`config.mk`:
```
export PLATFORM = sky130hd
export DESIGN_NAME = quant_readout_ctrl_flat
export DESIGN_NICKNAME = d
export VERILOG_FILES = /design/src/rtl/quant_readout_ctrl_pkg.sv /design/src/rtl/quant_readout_ctrl_if.sv /design/src/rtl/quant_readout_ctrl_packer.sv /design/src/rtl/quant_readout_ctrl.sv /design/src/flat_wrapper.sv
export SDC_FILE = /design/constraint.sdc
export NUM_CORES = 1
export LEC_CHECK = 0
export BUFFER_PORTS_ARGS = -buffer_cell sky130_fd_sc_hd__buf_2
export CORE_MARGIN = 5
export CORE_UTILIZATION = 40
export CTS_CLUSTER_SIZE = 40
export DETAILED_ROUTE_END_ITERATION = 10
export GPL_ROUTABILITY_DRIVEN = 0
export SYNTH_ARGS = -nofsm -noshare
export SYNTH_HDL_FRONTEND = slang
export SYNTH_HIERARCHICAL = 1
export SYNTH_SLANG_ARGS = --single-unit
```
`constraint.sdc`:
```
create_clock -name clk -period 2.7 [get_ports clk]
set_input_delay 0.27 -clock clk [delete_from_list [all_inputs] [get_ports clk]]
set_output_delay 0.27 -clock clk [all_outputs]
set_load 0.05 [all_outputs]
```
`src/rtl/quant_readout_ctrl_pkg.sv`:
```
// Shared types and helpers for the column readout sequencer:
// FSM states, range modes, mode decode and 6-to-4 bit reduction.
package quant_ctrl_pkg;

  typedef enum logic [2:0] {
    S_IDLE,
    S_SAMPLE,
    S_WAIT,
    S_PACK,
    S_EMIT,
    S_DONE
  } state_e;

  typedef enum logic [2:0] {
    M_COL,
    M_R16,
    M_R8,
    M_R4,
    M_R2,
    M_R1,
    M_ZERO
  } mode_e;

  function automatic mode_e rows_to_mode(
    input logic       col_en,
    input logic [4:0] rows
  );
    mode_e m;
    m = M_ZERO;
    unique case (1'b1)
      col_en:                        m = M_COL;
      !col_en && rows >= 5'd9:       m = M_R16;
      !col_en && rows inside {[5:8]}: m = M_R8;
      !col_en && rows inside {[3:4]}: m = M_R4;
      !col_en && rows == 5'd2:       m = M_R2;
      !col_en && rows == 5'd1:       m = M_R1;
      !col_en && rows == 5'd0:       m = M_ZERO;
      default:                       m = M_ZERO;
    endcase
    return m;
  endfunction

  function automatic logic [3:0] quant6to4(
    input mode_e      mode,
    input logic [5:0] b
  );
    logic [3:0] q;
    q = 4'h0;
    unique case (mode)
      M_COL:  q = {b[2:0], 1'b0};
      M_R16:  q = b[5:2];
      M_R8:   q = b[5] ? 4'hF : b[4:1];
      M_R4:   q = b[4] ? 4'hF : b[3:0];
      M_R2:   q = b[3] ? 4'hE : {b[2:0], 1'b0};
      M_R1:   q = b[2] ? 4'hC : {b[1:0], 2'b00};
      M_ZERO: q = 4'h0;
      default: q = 4'h0;
    endcase
    return q;
  endfunction

endpackage

```
`src/rtl/quant_readout_ctrl_if.sv`:
```
// Packed-word stream from the readout sequencer
// to the activation buffer (valid/ready).
interface quant_readout_ctrl_if;
  logic [15:0] out_data;
  logic        out_valid;
  logic        out_ready;

  modport master (
    output out_data,
    output out_valid,
    input  out_ready
  );

  modport slave (
    input  out_data,
    input  out_valid,
    output out_ready
  );
endinterface

```
`src/rtl/quant_readout_ctrl_packer.sv`:
```
// 16-bit word register built from four nibble slots,
// with per-slot write enable and a whole-word clear.
module quant_word_packer (
  input  logic        clk,
  input  logic        rst_n,
  input  logic        clr,
  input  logic        we,
  input  logic [1:0]  slot,
  input  logic [3:0]  nib,
  output logic [15:0] word
);

  logic [15:0] word_d;
  logic [15:0] word_q;

  always_comb begin
    word_d = word_q;
    if (clr) begin
      word_d = '0;
    end else if (we) begin
      word_d[{slot, 2'b00} +: 4] = nib;
    end
  end

  always_ff @(posedge clk) begin
    if (!rst_n) word_q <= '0;
    else        word_q <= word_d;
  end

  assign word = word_q;

endmodule

```
`src/rtl/quant_readout_ctrl.sv`:
```
// Column readout sequencer: steps columns, triggers the ADC,
// reduces samples to nibbles and streams packed 16-bit words.
module quant_readout_ctrl
  import quant_ctrl_pkg::*;
#(
  parameter int NUM_COLS    = 16,
  parameter int ADC_TIMEOUT = 255
) (
  input  logic                        clk,
  input  logic                        rst_n,
  input  logic                        start,
  input  logic [4:0]                  cfg_rows,
  input  logic                        cfg_col_en,
  output logic                        adc_start,
  output logic [$clog2(NUM_COLS)-1:0] adc_col,
  input  logic                        adc_valid,
  input  logic [5:0]                  adc_data,
  quant_readout_ctrl_if.master        ob,
  output logic                        busy,
  output logic                        done,
  output logic                        err_timeout
);

  localparam int CW = $clog2(NUM_COLS);
  localparam int TW = $clog2(ADC_TIMEOUT + 1);
  localparam logic [CW-1:0] LAST_COL = CW'(NUM_COLS - 1);
  localparam logic [TW-1:0] TMO_MAX  = TW'(ADC_TIMEOUT);

  state_e        state_d, state_q;
  mode_e         mode_d, mode_q;
  logic [CW-1:0] col_d, col_q;
  logic [TW-1:0] tmo_d, tmo_q;
  logic          err_d, err_q;

  logic          w_clr;
  logic          w_we;
  logic [3:0]    w_nib;
  logic [1:0]    slot;
  logic          last;
  logic [15:0]   word;

  assign slot = 2'(col_q);
  assign last = (col_q == LAST_COL);

  always_comb begin
    state_d = state_q;
    mode_d  = mode_q;
    col_d   = col_q;
    tmo_d   = tmo_q;
    err_d   = err_q;
    w_clr   = 1'b0;
    w_we    = 1'b0;
    w_nib   = 4'h0;
    unique case (state_q)
      S_IDLE: begin
        if (start) begin
          mode_d  = rows_to_mode(cfg_col_en, cfg_rows);
          col_d   = '0;
          err_d   = 1'b0;
          w_clr   = 1'b1;
          state_d = S_SAMPLE;
        end
      end
      S_SAMPLE: begin
        tmo_d   = '0;
        state_d = S_WAIT;
      end
      S_WAIT: begin
        // a conversion landing on the timeout cycle still counts
        if (adc_valid) begin
          w_we    = 1'b1;
          w_nib   = quant6to4(mode_q, adc_data);
          state_d = S_PACK;
        end else if (tmo_q == TMO_MAX) begin
          w_we    = 1'b1;
          err_d   = 1'b1;
          state_d = S_PACK;
        end else begin
          tmo_d = tmo_q + TW'(1);
        end
      end
      S_PACK: begin
        if (slot == 2'd3 || last) begin
          state_d = S_EMIT;
        end else begin
          col_d   = col_q + CW'(1);
          state_d = S_SAMPLE;
        end
      end
      S_EMIT: begin
        if (ob.out_ready) begin
          w_clr = 1'b1;
          if (last) begin
            state_d = S_DONE;
          end else begin
            col_d   = col_q + CW'(1);
            state_d = S_SAMPLE;
          end
        end
      end
      S_DONE: state_d = S_IDLE;
      default: state_d = S_IDLE;
    endcase
  end

  always_ff @(posedge clk) begin
    if (!rst_n) begin
      state_q <= S_IDLE;
      mode_q  <= M_ZERO;
      col_q   <= '0;
      tmo_q   <= '0;
      err_q   <= 1'b0;
    end else begin
      state_q <= state_d;
      mode_q  <= mode_d;
      col_q   <= col_d;
      tmo_q   <= tmo_d;
      err_q   <= err_d;
    end
  end

  quant_word_packer u_packer (
    .clk   (clk),
    .rst_n (rst_n),
    .clr   (w_clr),
    .we    (w_we),
    .slot  (slot),
    .nib   (w_nib),
    .word  (word)
  );

  assign adc_start    = (state_q == S_SAMPLE);
  assign adc_col      = col_q;
  assign ob.out_data  = word;
  assign ob.out_valid = (state_q == S_EMIT);
  assign busy         = (state_q != S_IDLE);
  assign done         = (state_q == S_DONE);
  assign err_timeout  = err_q;

endmodule
```
`src/flat_wrapper.sv`:
```
// flat-port wrapper written by rule: the top's interface ports become plain ports
module quant_readout_ctrl_flat import quant_ctrl_pkg::*;
#(
  parameter int NUM_COLS    = 16,
  parameter int ADC_TIMEOUT = 255
)
  (clk, rst_n, start, cfg_rows, cfg_col_en, adc_start, adc_col, adc_valid, adc_data, busy, done, err_timeout, ob_out_data, ob_out_valid, ob_out_ready);
  quant_readout_ctrl_if ob_i ();
  input  logic clk;
  input  logic rst_n;
  input  logic start;
  input  logic [4:0] cfg_rows;
  input  logic cfg_col_en;
  output logic adc_start;
  output logic [$clog2(NUM_COLS)-1:0] adc_col;
  input  logic adc_valid;
  input  logic [5:0] adc_data;
  output logic busy;
  output logic done;
  output logic err_timeout;
  output wire logic [$bits(ob_i.out_data)-1:0] ob_out_data;
  output wire logic [$bits(ob_i.out_valid)-1:0] ob_out_valid;
  input wire logic [$bits(ob_i.out_ready)-1:0] ob_out_ready;
  assign ob_out_data = ob_i.out_data;
  assign ob_out_valid = ob_i.out_valid;
  assign ob_i.out_ready = ob_out_ready;
  quant_readout_ctrl #(.NUM_COLS(NUM_COLS), .ADC_TIMEOUT(ADC_TIMEOUT)) u_core (.clk(clk), .rst_n(rst_n), .start(start), .cfg_rows(cfg_rows), .cfg_col_en(cfg_col_en), .adc_start(adc_start), .adc_col(adc_col), .adc_valid(adc_valid), .adc_data(adc_data), .ob(ob_i), .busy(busy), .done(done), .err_timeout(err_timeout));
endmodule
```
# Yosys cells after proc, flatten, opt, wreduce, memory -nomap -nowiden
# Cells that the tools add are included.
totals:
  wordCells: 95
  ff_bits: 35
  out_inout_bits: 25
classes:
  n_bitwise: 1
  magnitude_cmp: 5
  n_reduce_logical: 21
  muxes: 34
  addsub: 3
  n_eq_ne: 23
  shifts: 2
ops:
  columns: ["operator", "count"]
  rows:
  - ["$mux 4", 10]
  - ["$pmux 4 s6", 1]
  - ["$mux 3", 6]
  - ["$pmux 3 s6", 1]
  - ["$bwmux 16", 1]
  - ["$mux 8", 2]
  - ["$pmux 8 s2", 1]
  - ["$shift 4x6->16 const A", 1]
  - ["$shiftx 4x6->16", 1]
  - ["$pmux 3 s5", 1]
  - ["$eq 3x2->1 const B", 4]
  - ["$eq 3x3->1 const B", 4]
  - ["$pmux 4 s3", 1]
  - ["$ne 2x2->1 const B", 5]
  - ["$add 8x1->8 const B", 1]
  - ["$eq 8x8->1 const B", 1]
  - ["$mux 1", 8]
  - ["$logic_and 1x1->1", 7]
  - ["$eq 3x1->1 const B", 2]
  - ["$logic_not 3->1", 2]
  - ["$neg 4->6", 1]
  - ["$reduce_and 3->1", 2]
  - ["$reduce_bool 3->1", 2]
  - ["$eq 5x1->1 const B", 1]
  - ["other kinds (20)", 23]

# Depth between registers and ports, before layout
# Gate-level depths: netlist of the first run.
logic_depth:
  ltp_word: 6
  mapped_depth: 8
  depth_no_buf: 7

# By module
# The synthesis of the first run kept the hierarchy.
by_module_without_submodules:
  columns: ["mod", "cells_each", "seq_area_each_um2", "n_inst", "area_per_inst_um2"]
  rows:
  - ["quant_readout_ctrl", 169, 380.4, 1, 1305.0]
  - ["quant_word_packer", 71, 320.3, 1, 718.2]

# Worst setup path before layout of the first run
# Ideal clock, no wire load.
synth_timing:
  path_type: "register to register"
  start: "register u_core.col_q[0] (netlist: u_core/adc_col[0])"
  end: "register u_core.u_packer.word_q[10] (netlist: u_core/u_packer/word[10])"
  path_stages_with_launch: 7
  t_required_ns: 2.639
  arrival_time_ns: 2.028
  path_slack_ns: 0.611
  cell_sequence: "dfxtp_1 buf_4 inv_1 ha_1 nand3b_2 nor4b_4 a32o_2"
synth_via:
  elab_chain_len: 3
  elab_cells_between_ends: 4
  classes_between: "add/sub: 1; shift: 2; mux: 1"
synth_rtl:
  columns: ["element", "line_no", "source"]
  rows:
  - ["from (decl)", "quant_readout_ctrl.sv:31", "logic [CW-1:0] col_d, col_q;"]
  - ["from (signal assigned)", "quant_readout_ctrl.sv:116", "col_q <= col_d;"]
  - ["$neg 4->6 (*)", "quant_readout_ctrl_packer.sv:21", "word_d[{slot, 2'b00} +: 4] = nib;"]
  - ["$shiftx 4x6->16 / $shift 4x6->16 (equally long branches)", "quant_readout_ctrl_packer.sv:21", null]
  - ["$bwmux 16 (*)", "quant_readout_ctrl_packer.sv:21", null]
  - ["to (signal assigned)", "quant_readout_ctrl_packer.sv:27", "else word_q <= word_d;"]
  - ["to (decl)", "quant_readout_ctrl_packer.sv:14", "logic [15:0] word_q;"]
# Mark *: on every way between the ends. The rest lies on a longest branch, timed or not.
# A chain may end at the register's enable or synchronous reset.

# Worst setup path in the final report of the first run
layout_timing:
  start: "register u_core.state_q[2]"
  end: "register u_core.u_packer.word_q[10] (netlist: u_core/u_packer/word[10])"
layout_via:
  elab_cells_between_ends: 9
  classes_between: "eq/ne: 2; shift: 1; mux: 4; reduce/logical: 2"
layout_lines:
  columns: ["element", "line_no", "source"]
  rows:
  - ["from (decl)", "quant_readout_ctrl.sv:29", "state_e state_d, state_q;"]
  - ["from (signal assigned)", "quant_readout_ctrl.sv:114", "state_q <= state_d;"]
  - ["$eq 3x3->1 / $logic_not 3->1 (equally long branches)", "quant_readout_ctrl.sv:54", "unique case (state_q)"]
  - ["$pmux 1 s2 (*)", "quant_readout_ctrl.sv:54", null]
  - ["named net u_core.w_clr", "quant_readout_ctrl.sv:35", "logic w_clr;"]
  - ["$reduce_or 2->1 (no line) (*)", null, null]
# The timed path passes the listed nets; every way through them passes the cells marked *.

==> results of run 1 <==
-- tightest hold or removal path: cells and delay by family --
kind / cells / cell delay [ns]
buffers and inverters: 1 / 0.09
AOI/OAI and AO/OA: 1 / 0.06
and+or+nand+nor: 2 / 0.09
-- area by class of cell --
class                      instances  share of cell area [%]
clock buffer                       5                    2.93
clock inverter                     1                   0.320
inverter                           8                    1.28
multi-input combinational        188                    53.0
sequential                        35                    29.8
tap                               67                    3.57
timing repair buffer              42                    9.06
-- routing by layer --
layer	global-route usage [%]	vias to the layer above	part of all wire (%)
met5	0	-	0
met4	5.07	0	0.98
met3	4.32	5	6.1
met2	21.9	41	43
met1	20.8	842	50
li1	-	956	-
-- power by group --
part           switching [uW]  internal [uW]
Sequential               51.9            537
Combinational             227            126
Clock                     173            171
-- cell usage after synthesis, types with 2 or more instances --
cell type,number
o22ai_1,2
nand2_1,18
o2111ai_1,2
a32oi_1,4
and3b_1,4
o21a_1,3
a31oi_1,2
nor4b_4,2
and2_1,5
nand4_1,5
inv_1,8
nor2_1,38
nand2b_1,4
nor3_1,2
o21bai_1,3
clkbuf_1,4
nor2b_1,2
o211ai_1,7
dfxtp_1,35
and3_1,6
nor3b_1,2
buf_2,2
a211oi_1,2
nand4b_1,2
a21oi_1,17
o21ai_0,6
xor2_1,7
nand3_1,4
a22oi_1,5
a32o_2,4
mux2i_1,3
ha_1,8
-- worst max path at each step --
stage | slack, ns | from | cells past startpoint | to
floorplan | 0.61 | u_core/adc_col[0] | 6 | u_core/u_packer/word[10]
global route | 0.44 | u_core/state_q[2] | 5 | u_core/u_packer/word[8]
CTS | 0.57 | u_core/state_q[2] | 5 | u_core/u_packer/word[10]
finish | 0.57 | u_core/state_q[2] | 5 | u_core/u_packer/word[10]
detailed placement | 0.58 | u_core/state_q[2] | 5 | u_core/u_packer/word[10]
global placement | 0.67 | u_core/state_q[2] | 5 | u_core/u_packer/word[10]
-- per-stage QoR --
stage / power [uW] / hold WS [ns]
2_1_floorplan: 868 / 0.453
3_3_place_gp: 949 / 0.442
3_5_place_dp: 953 / 0.442
4_1_cts: 1300 / 0.271
5_1_grt: 1370 / 0.300
6_report: 1290 / 0.274
-- cell families after synthesis --
group                    synth area share, %
flip-flops                              34.6
AND/OR/NAND/NOR                         28.0
buffers and inverters                   3.83
adder cells (fa/ha/maj)                 4.95
AO/OA/AOI/OAI                           23.1
multiplexers                            2.04
XOR/XNOR                                3.46
-- registers in the layout, summed over array words and instances, names as in the netlist --
name and count:
u_core/mode_q 3, u_core/adc_col 4, u_core/u_packer/word 16, u_core/err_timeout 1
u_core/tmo_q 8, u_core/state_q 3
-- cell usage in the layout, fill, tap and decap left out, types with 2 or more instances in the layout --
cell type | Yosys | routed
buf_2 | 2 | 41
nor2_1 | 38 | 38
dfxtp_1 | 35 | 35
nand2_1 | 18 | 18
a21oi_1 | 17 | 17
inv_1 | 8 | 8
ha_1 | 8 | 8
o211ai_1 | 7 | 7
xor2_1 | 7 | 7
o21ai_0 | 6 | 6
and3_1 | 6 | 6
clkbuf_8 | 0 | 5
and2_1 | 5 | 5
a22oi_1 | 5 | 5
nand4_1 | 5 | 5
nand2b_1 | 4 | 4
and3b_1 | 4 | 4
nand3_1 | 4 | 4
a32oi_1 | 4 | 4
a32o_2 | 4 | 4
o21bai_1 | 3 | 3
o21a_1 | 3 | 3
mux2i_1 | 3 | 3
o22ai_1 | 2 | 2
a211oi_1 | 2 | 2
a31oi_1 | 2 | 2
nor3_1 | 2 | 2
nor4b_4 | 2 | 2
nor3b_1 | 2 | 2
nor2b_1 | 2 | 2
o2111ai_1 | 2 | 2
nand4b_1 | 2 | 2
==> results.ini, run 1 <==
[critical_path]
reg2reg_to = u_core/u_packer/word[10]
arrival_ns = 2.35
required_ns = 2.93
crit_buf_inv = 0
cpPeakStageDelay_ns = 0.56
end_kind = register
cp_max_fo = 13
rr_startpoint = u_core/state_q[2]
start_kind = register
worstSetupPathType = reg2reg
crit_path_cell_trace = mux2_2 -> and2_1 -> nand2b_1 -> a21oi_1 -> a32o_2
crit_slowest_cell = dfxtp_1
cp_top_family = compound AO/OA/AOI/OAI gates
r2r_cells = 5
worst-r2r-setup-slack_ns = 0.57

[global_route]
antenna_found_initial = 0
grt_overflow = 0
grt.total_usage_pct = 14.9
grt_pass1_vias = 1666
grt_max_degree = 15
grt_pass1_wl_mm = 7.78

[clocking]
cts_resized = 0
post-cts-setup-buffers = 0
cts-buffers-inserted = 5
clkLatencyLatePin_ns = 0.28
cts-root-buf = clkbuf_8
cts_hold_buf = 0
cts.path.max_buffers = 2
path_clk_slew_ns = 0.07
cts_tree = done
cts_sinks = 35
h-tree-depth = 2

[power_and_ir_drop]
p_leak_uw = 0.00103
peakVddDrop_mv = 0.204
p_per_area_mw_per_mm2 = 548

[yosys]
yosysTopAreaCell = dfxtp_1
ys_seq_area_share_pct = 34.6
syn_area_per_cell_um2 = 8.43
netlist_area_mm2 = 0.00202
synth_fp_nets = 265
synth_edf_count = 0
yosys_warnings = 6
synthArstFlopShare_pct = 0
yosys-top-cells-area = dfxtp_1, nor2_1, ha_1
netlist.area_leader.share_pct = 34.6
synthFlopType = dfxtp_1
ys_ff_latch = 35
ys_types = 54
syn-instance-count = 240

[sta]
slew_headroom_pct = 58.0
setup_violations = 0
setup_tns_ns = 0
finalClockSkew_ns = 0.00475
max_freq_mhz = 471
period_share_pct = 78.7
worst_slack_ns = 0.575
tightestPinTransition_ns = 0.625
drv_slew = 0
layout_min_cycle_time_ns = 2.13
rsz0062_at_grt = no
final_hold_viol_count = 0

[placed_design]
dpl.cell_count = 340
place_area_mm2 = 0.00227
place_ws_ns = 0.582
portBuffers = 41
place_hpwl_mm = 3.50

[route]
postRouteAntennaNets = 0
drt_iter0_markers = 71
vias_per_cell = 5.33
dr.pass1.iters = 4
wire_per_inst_um = 13.5
drcViolationCount = 0
wl_mm = 4.68
routed-via-count = 1844

[job]
cap_violations = 0

[worst_hold_path]
whs_endpoint = u_core/state_q[2]
hold_start = ob_out_ready
holdPathStages = 4
min_path_type = in2reg

[finish]
postLayoutCellArea_mm2 = 0.00235
insertedDiodeCount = 0
fin_cells = 346
final_util_pct = 48.8
drive_gt1_share_pct = 21.5
area_growth_pct = 16.1
nNetsFinal = 305
seqCellArea_um2 = 701
nFillCells = 510
multi_input_area_mm2 = 0.00124

[floorplanning]
die_y_um = 81.1
floorplan.initialDensity_pct = 42.0
die_w_um = 81.1
rows = 25
core_mm2 = 0.00482
ios = 42
dieArea_mm2 = 0.00658

[status]
outcome = finished, final reports clean

No activity file was read; power rests on OpenSTA's default activity.
==> run 2: changes to the inputs <==
==> constraint.sdc (replaced) <==
create_clock -name clk -period 2 [get_ports clk]
set_input_delay 0.2 -clock clk [delete_from_list [all_inputs] [get_ports clk]]
set_output_delay 0.2 -clock clk [all_outputs]
set_load 0.05 [all_outputs]
==> run 2 against run 1 <==
  * Combinational power grew 37%
  * Global-route usage grew 0.82 points
  * Via count grew 1.9%
  * Non-clock buffer count grew 7
  * Count of clock-buffer cells in the layout grew 1
  * Cell area grew 4.1%
  * Critical path depth grew 2
  * Flip-flop and latch count is the same
  * Setup slack lost 0.38 ns
  * Critical endpoint is now u_core/u_packer/word[8]
  * Largest power group unchanged
  * Highest routed layer unchanged
==> results.ini, run 2 (synthesized netlist as in run 1, its figures left out) <==
[sta]
tightestPinTransition_ns = 0.440  ; -0.185 ns
layout_min_cycle_time_ns = 1.81  ; -0.320 ns
final_hold_viol_count = 0  ; unchanged
setup_violations = 0  ; unchanged
rsz0062_at_grt = no
hold_slack_ns = 0.209  ; -0.0651 ns
slew_headroom_pct = 70.6  ; +13 points
setup_tns_ns = 0  ; unchanged
finalClockSkew_ns = 0.00574  ; +0.000992 ns
max_freq_mhz = 554  ; +18%
period_share_pct = 90.3  ; +12 points
drv_slew = 0  ; unchanged

[critical_path]
crit_buf_inv = 0  ; unchanged
start_kind = register
crit_slowest_cell = dfxtp_1
end_kind = register
required_ns = 2.24  ; -0.69 ns
arrival_ns = 2.04  ; -0.31 ns
cpPeakStageDelay_ns = 0.37  ; -0.19 ns
worstSetupPathType = reg2reg
crit_path_cell_trace = ha_1 -> nand3_1 -> nor2_1 -> o21a_1 -> nand3b_2 -> nor4b_4 -> a32o_2
cp_top_family = simple AND/OR/NAND/NOR gates
cp_max_fo = 4  ; -9

[floorplanning]
die_w_um = 81.1  ; unchanged
floorplan.initialDensity_pct = 42.0  ; unchanged
die_y_um = 81.1  ; unchanged
rows = 25  ; unchanged
core_mm2 = 0.00482  ; unchanged
dieArea_mm2 = 0.00658  ; unchanged
ios = 42  ; unchanged

[finish]
final_common_cell = buf_2
nFillCells = 502  ; -1.6%
fin_cells = 355  ; +2.6%
nNetsFinal = 312  ; +2.3%
largest_reg_flops = 16  ; unchanged
area_growth_pct = 20.8
postLayoutCellArea_mm2 = 0.00244  ; +4.1%
drive_gt1_share_pct = 24.7  ; +3.1 points
layout_common_cells = buf_2, nor2_1, dfxtp_1
insertedDiodeCount = 0  ; unchanged

[power_and_ir_drop]
p_per_area_mw_per_mm2 = 798  ; +46%
peakVddDrop_mv = 0.423  ; +110%
p_leak_uw = 0.00109  ; +5.8%
power_uw = 1950  ; +52%

[placed_design]
portBuffers = 41  ; unchanged
place_area_mm2 = 0.00233  ; +2.4%
place_hpwl_mm = 3.56  ; +1.5%
dpl.cell_count = 347  ; +2.1%

[clocking]
cts_sinks = 35  ; unchanged
post-cts-setup-buffers = 0  ; unchanged
path_clk_slew_ns = 0.08  ; about the same
cts-root-buf = clkbuf_8
cts_tree = done
cts_hold_buf = 0  ; unchanged
clkLatencyLatePin_ns = 0.29  ; about the same
cts.path.max_buffers = 2  ; unchanged
h-tree-depth = 2  ; unchanged
cts-buffers-inserted = 5  ; unchanged

[global_route]
grt_max_degree = 15  ; unchanged
grt_pass1_wl_mm = 8.19  ; +5.3%
antenna_found_initial = 0  ; unchanged
grt_pass1_vias = 1753  ; +5.2%
grt.total_usage_pct = 15.7  ; +0.82 points
grt_overflow = 0  ; unchanged

[route]
drt_iter0_markers = 118  ; +66%
routed-via-count = 1879  ; +1.9%
dr.pass1.iters = 4  ; unchanged
postRouteAntennaNets = 0  ; unchanged
vias_per_cell = 5.29  ; -0.69%
drcViolationCount = 0  ; unchanged
wire_per_inst_um = 13.4  ; -1.0%
wl_mm = 4.76  ; +1.5%

[status]
outcome = finished, final reports clean

[worst_hold_path]
min_path_type = in2reg

[job]
cap_violations = 0  ; unchanged

-- run 2: changes by cell type in the layout (fill, tap and decap cells not counted) --
cell / delta
clkinv_2: +1
dfxtp_1: -2
dfxtp_2: +2
clkinvlp_4: -1
buf_4: +7
bufinv_16: +1
clkbuf_8: +1
-- run 2: path summary, 6_finish.rpt --
path / end / slack, ns / from / depth (start not counted)
setup / recovery: u_core/u_packer/word[8] / 0.19 / u_core/tmo_q[0] / 7
hold / removal: u_core/state_q[2] / 0.21 / ob_out_ready / 4
setup reg to reg: u_core/u_packer/word[8] / 0.19 / u_core/tmo_q[0] / 7
hold reg to reg: u_core/u_packer/word[1] / 0.45 / u_core/u_packer/word[1] / 2
-- run 2: per-stage QoR --
stage,setup slack (ns),utilization (%)
3_3_place_gp,0.178,48.3
4_1_cts,0.184,50.7
2_1_floorplan,0.0931,-
6_report,0.195,50.8
3_5_place_dp,0.189,48.3
5_1_grt,0.0457,50.8
-- run 2: worst min-delay path, stage by stage --
cell	delay, ns
buf_2	0.09
nand2_1	0.04
nand2_1	0.06
a21oi_1	0.06
-- run 2: layer usage --
metal | GRT usage [%] | share of wire, %
met5 | 0 | 0
met4 | 5.41 | 1.3
met1 | 22.7 | 51
met2 | 22.4 | 42
met3 | 4.21 | 6.0
-- run 2: area by class of cell --
class	instances	area (um2)	share of cell area, %
Multi-Input combinational cell	188	1240	50.9
Sequential cell	35	703	28.8
Timing Repair Buffer	49	265	10.8
Tap cell	67	83.8	3.43
Clock buffer	6	82.6	3.38
Clock inverter	2	35.0	1.43
Inverter	8	30.0	1.23
-- run 2: report_power, final --
| group | switching, uW | total, uW | internal [uW] |
|---|---|---|---|
| clock network | 265 | 668 | 403 |
| logic | 305 | 485 | 180 |
| registers | 72.3 | 798 | 726 |
| total | 642 | 1950 | 1310 |
-- run 2: what timing repair did --
item,CTS,global route
endpoints found under the setup margin,0,3
endpoints found under the hold margin,0,0
gates resized for setup,0,1
